[config.mk]
export PLATFORM = sky130hd
export DESIGN_NAME = apb_master_flat
export DESIGN_NICKNAME = d
export VERILOG_FILES = /design/src/rtl/apb_master_if.sv /design/src/rtl/apb_master.sv /design/src/flat_wrapper.sv
export SDC_FILE = /design/constraint.sdc
export NUM_CORES = 1
export LEC_CHECK = 0
export BUFFER_PORTS_ARGS = -buffer_cell sky130_fd_sc_hd__buf_2
export CELL_PAD_IN_SITES_DETAIL_PLACEMENT = 2
export CELL_PAD_IN_SITES_GLOBAL_PLACEMENT = 2
export CORE_UTILIZATION = 27
export CTS_CLUSTER_DIAMETER = 40
export DETAILED_ROUTE_END_ITERATION = 16
export HOLD_SLACK_MARGIN = 0.03
export PLACE_DENSITY_LB_ADDON = 0.1
export SLEW_MARGIN = 20
export SYNTH_ARGS = -nofsm -noshare
export SYNTH_HDL_FRONTEND = slang
export SYNTH_SLANG_ARGS = --single-unit
[constraint.sdc]
create_clock -name pclk -period 1.5 [get_ports pclk]
set_input_delay 0.15 -clock pclk [delete_from_list [all_inputs] [get_ports pclk]]
set_output_delay 0.15 -clock pclk [all_outputs]
set_load 0.05 [all_outputs]
[src/rtl/apb_master_if.sv]
// rtl/apb_master_if.sv - command, response and APB bus signals of the APB initiator
interface apb_master_if #(
    parameter int ADDR_W = 32,
    parameter int DATA_W = 8
);
    logic              cmd_valid;
    logic              cmd_ready;
    logic              cmd_write;
    logic [ADDR_W-1:0] cmd_addr;
    logic [DATA_W-1:0] cmd_wdata;
    logic              rsp_valid;
    logic [DATA_W-1:0] rsp_rdata;
    logic              rsp_err;
    logic              psel;
    logic              penable;
    logic              pwrite;
    logic [ADDR_W-1:0] paddr;
    logic [DATA_W-1:0] pwdata;
    logic [DATA_W-1:0] prdata;
    logic              pready;
    logic              pslverr;

    modport master (
        input  cmd_valid, cmd_write, cmd_addr, cmd_wdata, prdata, pready, pslverr,
        output cmd_ready, rsp_valid, rsp_rdata, rsp_err, psel, penable, pwrite, paddr, pwdata
    );

    modport slave (
        output cmd_valid, cmd_write, cmd_addr, cmd_wdata, prdata, pready, pslverr,
        input  cmd_ready, rsp_valid, rsp_rdata, rsp_err, psel, penable, pwrite, paddr, pwdata
    );
endinterface

[src/rtl/apb_master.sv]
// rtl/apb_master.sv - single-command APB initiator; APB_MASTER_TIMEOUT_EN adds an ACCESS wait-state timeout
module apb_master #(
    parameter int ADDR_W         = 32,
    parameter int DATA_W         = 8,
    parameter int TIMEOUT_CYCLES = 16
) (
    input  logic          pclk,
    input  logic          preset,
    apb_master_if.master  bus
);

    typedef enum logic [1:0] {
        IDLE   = 2'd0,
        SETUP  = 2'd1,
        ACCESS = 2'd2
    } state_t;

    state_t state;

`ifdef APB_MASTER_TIMEOUT_EN
    localparam int CNT_W = $clog2(TIMEOUT_CYCLES + 1);
    logic [CNT_W-1:0] wait_cnt;
`endif

    assign bus.cmd_ready = (state == IDLE);

    always_ff @(posedge pclk or posedge preset) begin
        if (preset) begin
            state         <= IDLE;
            bus.psel      <= 1'b0;
            bus.penable   <= 1'b0;
            bus.pwrite    <= 1'b0;
            bus.paddr     <= '0;
            bus.pwdata    <= '0;
            bus.rsp_valid <= 1'b0;
            bus.rsp_rdata <= '0;
            bus.rsp_err   <= 1'b0;
`ifdef APB_MASTER_TIMEOUT_EN
            wait_cnt      <= '0;
`endif
        end else begin
            bus.rsp_valid <= 1'b0;
            case (state)
                IDLE: begin
                    if (bus.cmd_valid) begin
                        bus.pwrite <= bus.cmd_write;
                        bus.paddr  <= bus.cmd_addr;
                        bus.pwdata <= bus.cmd_wdata;
                        bus.psel   <= 1'b1;
                        state      <= SETUP;
                    end
                end
                SETUP: begin
                    bus.penable <= 1'b1;
                    state       <= ACCESS;
`ifdef APB_MASTER_TIMEOUT_EN
                    wait_cnt    <= '0;
`endif
                end
                ACCESS: begin
                    // pready is checked first so a completion on the limit cycle is never turned into a timeout
                    if (bus.pready) begin
                        bus.psel      <= 1'b0;
                        bus.penable   <= 1'b0;
                        bus.rsp_valid <= 1'b1;
                        bus.rsp_err   <= bus.pslverr;
                        bus.rsp_rdata <= bus.pwrite ? '0 : bus.prdata;
                        state         <= IDLE;
                    end
`ifdef APB_MASTER_TIMEOUT_EN
                    else if (wait_cnt == CNT_W'(TIMEOUT_CYCLES - 1)) begin
                        bus.psel      <= 1'b0;
                        bus.penable   <= 1'b0;
                        bus.rsp_valid <= 1'b1;
                        bus.rsp_err   <= 1'b1;
                        bus.rsp_rdata <= '0;
                        state         <= IDLE;
                    end else begin
                        wait_cnt <= wait_cnt + 1'b1;
                    end
`endif
                end
                default: begin
                    bus.psel    <= 1'b0;
                    bus.penable <= 1'b0;
                    state       <= IDLE;
                end
            endcase
        end
    end

endmodule

[src/flat_wrapper.sv]
// flat-port wrapper written by rule: the top's interface ports become plain ports
module apb_master_flat 
#(
    parameter int ADDR_W         = 32,
    parameter int DATA_W         = 8,
    parameter int TIMEOUT_CYCLES = 16
)
  (pclk, preset, bus_cmd_valid, bus_cmd_write, bus_cmd_addr, bus_cmd_wdata, bus_prdata, bus_pready, bus_pslverr, bus_cmd_ready, bus_rsp_valid, bus_rsp_rdata, bus_rsp_err, bus_psel, bus_penable, bus_pwrite, bus_paddr, bus_pwdata);
  apb_master_if #(.ADDR_W(ADDR_W), .DATA_W(DATA_W)) bus_i ();
  input  logic pclk;
  input  logic preset;
  input wire logic [$bits(bus_i.cmd_valid)-1:0] bus_cmd_valid;
  input wire logic [$bits(bus_i.cmd_write)-1:0] bus_cmd_write;
  input wire logic [$bits(bus_i.cmd_addr)-1:0] bus_cmd_addr;
  input wire logic [$bits(bus_i.cmd_wdata)-1:0] bus_cmd_wdata;
  input wire logic [$bits(bus_i.prdata)-1:0] bus_prdata;
  input wire logic [$bits(bus_i.pready)-1:0] bus_pready;
  input wire logic [$bits(bus_i.pslverr)-1:0] bus_pslverr;
  output wire logic [$bits(bus_i.cmd_ready)-1:0] bus_cmd_ready;
  output wire logic [$bits(bus_i.rsp_valid)-1:0] bus_rsp_valid;
  output wire logic [$bits(bus_i.rsp_rdata)-1:0] bus_rsp_rdata;
  output wire logic [$bits(bus_i.rsp_err)-1:0] bus_rsp_err;
  output wire logic [$bits(bus_i.psel)-1:0] bus_psel;
  output wire logic [$bits(bus_i.penable)-1:0] bus_penable;
  output wire logic [$bits(bus_i.pwrite)-1:0] bus_pwrite;
  output wire logic [$bits(bus_i.paddr)-1:0] bus_paddr;
  output wire logic [$bits(bus_i.pwdata)-1:0] bus_pwdata;
  assign bus_i.cmd_valid = bus_cmd_valid;
  assign bus_i.cmd_write = bus_cmd_write;
  assign bus_i.cmd_addr = bus_cmd_addr;
  assign bus_i.cmd_wdata = bus_cmd_wdata;
  assign bus_i.prdata = bus_prdata;
  assign bus_i.pready = bus_pready;
  assign bus_i.pslverr = bus_pslverr;
  assign bus_cmd_ready = bus_i.cmd_ready;
  assign bus_rsp_valid = bus_i.rsp_valid;
  assign bus_rsp_rdata = bus_i.rsp_rdata;
  assign bus_rsp_err = bus_i.rsp_err;
  assign bus_psel = bus_i.psel;
  assign bus_penable = bus_i.penable;
  assign bus_pwrite = bus_i.pwrite;
  assign bus_paddr = bus_i.paddr;
  assign bus_pwdata = bus_i.pwdata;
  apb_master #(.ADDR_W(ADDR_W), .DATA_W(DATA_W), .TIMEOUT_CYCLES(TIMEOUT_CYCLES)) u_core (.pclk(pclk), .preset(preset), .bus(bus_i));
endmodule
==> results.txt <==
Status = finished clean
Synth unique cells = 18
Synth Warn # = 0
Rel. slew slack = 79.9%
GPL Wtd Cong = 0.663
Wire length of the first global-routing pass = 8050 um
Mean Syn Cell Area = 16.4 um2
Non-Filler Instances = 361
Fin. Hold Viols = 0
Worst-case clock buffer depth = 2
Pre-antenna DRT Iters = 4
Reg area = 1380 um2
Least-Margin Pin Slew = 301 ps
Clock-pin transition on the worst setup and hold timing paths = 90 ps
Vias in the first global route = 1570
Height of the die = 94.1 um
Wire per inst = 14.4 um
Area growth syn-to-layout = 34.1%
Filler instances = 904
DRC = 0
Latest clock arrival within the worst-skew pair = 300 ps
I/O pin count = 108
Crit Path Max Fanout = 15
Arrival @ worst endpoint = 1590 ps
ANT cells = 0
Most frequent cells in the layout = buf_2 (107), dfrtp_1 (54), mux2_4 (39)
Synthesized instance count = 140
Total Wirelength = 5210 um
Max_cap viols = 0
Die W = 94.1 um
Worst-path cell chain = nor2_4 -> and2_4 -> buf_12 -> mux2_4
CTS H-tree lvls = 2
Critical-path top delay cell = dfrtp_1
Core footprint = 8220 um2
Post-synthesis mux area share = 27.0%
Die area = 8860 um2
Fin crit share = 93.2%
Port Buffers = 107
Hold WC Path Type = input pin to flop
Post-synthesis xor/xnor area fraction = 0%
Initial drt markers = 27
Largest net degree at the start of global routing = 56
Met1 usage = 16.3%
CTS Sinks = 55
Post-Synth Simple-Gate Area = 4.70%
Gr ovfl total = 0
Initial Utilization = 27.9%
Inserted Clock Buffers = 5
Root Driver = clkbuf_8
Synth area leader = dfrtp_1
Total Nets Final = 310
TNS Setup = 0 ps
Commonest non-fill, non-tap cell in the layout = buf_2
Setup crit start kind = flop
CP endpoint kind = flop
F_max = 715 MHz
Syn nets = 194
Final ANT Viol Nets = 0
Register area share after synthesis = 60.1%
Share of cells above drive strength 1 = 65.2%
Met3 GRT Util = 3.48%
Largest family of logic cells by synthesized area = multiplexers
Unrepaired setup endpoints after global routing = false
Flops & latches, synth = 55
GR peak layer = met2
Worst setup margin = 102 ps
CP required = 1690 ps
Worst Setup Slack post-DPL = 96.3 ps
Cells after DPL = 353
Crit-path max cell delay = 420 ps
GRT Util Overall = 12.0%
Adder-Cell Fraction of Synth Area = 0%
TritonCTS clock tree = done
Post-route minimum period = 1400 ps
# rows = 33
Clock Skew = 4.85 ps
R2R Setup Slk = 100 ps
Top cell type's share of synthesized area = 60.1%
Post-synthesis cell area = 2290 um2
Crit Path Class = flop to flop
Final setup vio count = 0
Multi-input logic area = 808 um2
Final hold slack = 77.3 ps
HPWL Detailed = 3950 um
Antenna violations before repair = 0
Max-slew violation count = 0
Synth Area in Compound Gates = 3.33%
Area contributors post-synth = dfrtp_1 (60%), mux2_4 (26%), buf_12 (3.5%)
Routed vias = 1520
Met2 Usage GRT = 18.7%
DR vias/cell = 4.21
==> worst paths after layout <==
path / from / to / depth (start not counted)
min in group asynchronous: preset / u_core.bus.paddr[27] / 4
hold / removal: bus_cmd_addr[16] / u_core.bus.paddr[16] / 2
hold reg to reg: u_core.bus.rsp_rdata[4] / u_core.bus.rsp_rdata[4] / 2
setup / recovery: u_core.state[1] / u_core.bus.pwdata[4] / 4
max in group asynchronous: preset / u_core.state[0] / 4
setup reg to reg: u_core.state[1] / u_core.bus.pwdata[4] / 4
==> per-layer routing <==
metal / wire, um / up-vias
met5: 0 / -
met4: 42 / 0
met3: 360 / 5
met2: 2360 / 65
met1: 2440 / 743
li1: - / 707
==> sequential cells by signal, summed over array words and instances (netlist names) <==
register,count
u_core.bus.rsp_err,1
u_core.bus.pwdata,8
u_core.bus.pwrite,1
u_core.bus.penable,1
u_core.state,2
u_core.bus.psel,1
u_core.bus.paddr,32
u_core.bus.rsp_valid,1
u_core.bus.rsp_rdata,8
==> synth_stat cells <==
master,n
nor3_1,1
dfrtp_1,55
mux2_2,3
o2bb2ai_1,1
buf_6,1
nand3b_1,1
a22oi_1,1
and2_4,1
nand2_1,8
mux2_4,39
buf_12,4
nor2_2,1
nand2b_1,8
inv_1,4
o21ai_0,9
a21o_1,1
o21a_1,1
buf_2,1
==> area by class of cell <==
cell class              count  share of cell area (%)
clock buffers               6                    2.69
well taps                 105                    4.28
flip-flops and latches     55                    44.8
multi-input cells          75                    26.3
clock inverters             1                   0.163
inverters                   4                   0.611
repair buffers            115                    21.1
==> through the flow <==
stage	util, %	cell area (um2)
global route	37.4	3070
finish	37.4	3070
detailed placement	36.2	2970
global placement	36.2	2970
CTS	37.4	3070
floorplan	-	2300
==> critical path: cells and delay by family (launching register included) <==
family	cells	cell delay [ps]
AND/OR/NAND/NOR	2	360
flip-flops	1	420
multiplexers	1	310
buffers and inverters	1	190
==> cells by family (layout without fill, tap and decap cells) <==
family,after synthesis,in the layout
DFF,55,55
AOI/OAI and AO/OA,13,13
and+or+nand+nor,20,20
muxes,42,42
buffers and inverters,10,126
==> what timing repair did <==
item / in CTS / in global routing
hold buffers: 1 / 0
gates resized for setup: 0 / 0
buffers inserted: 0 / 0
endpoints found under the setup margin: 0 / 0
hold endpoints to repair: 55 / 0
Power is not shown: default switching activity piles up to over one toggle a cycle in this logic, so the estimate is an artifact.
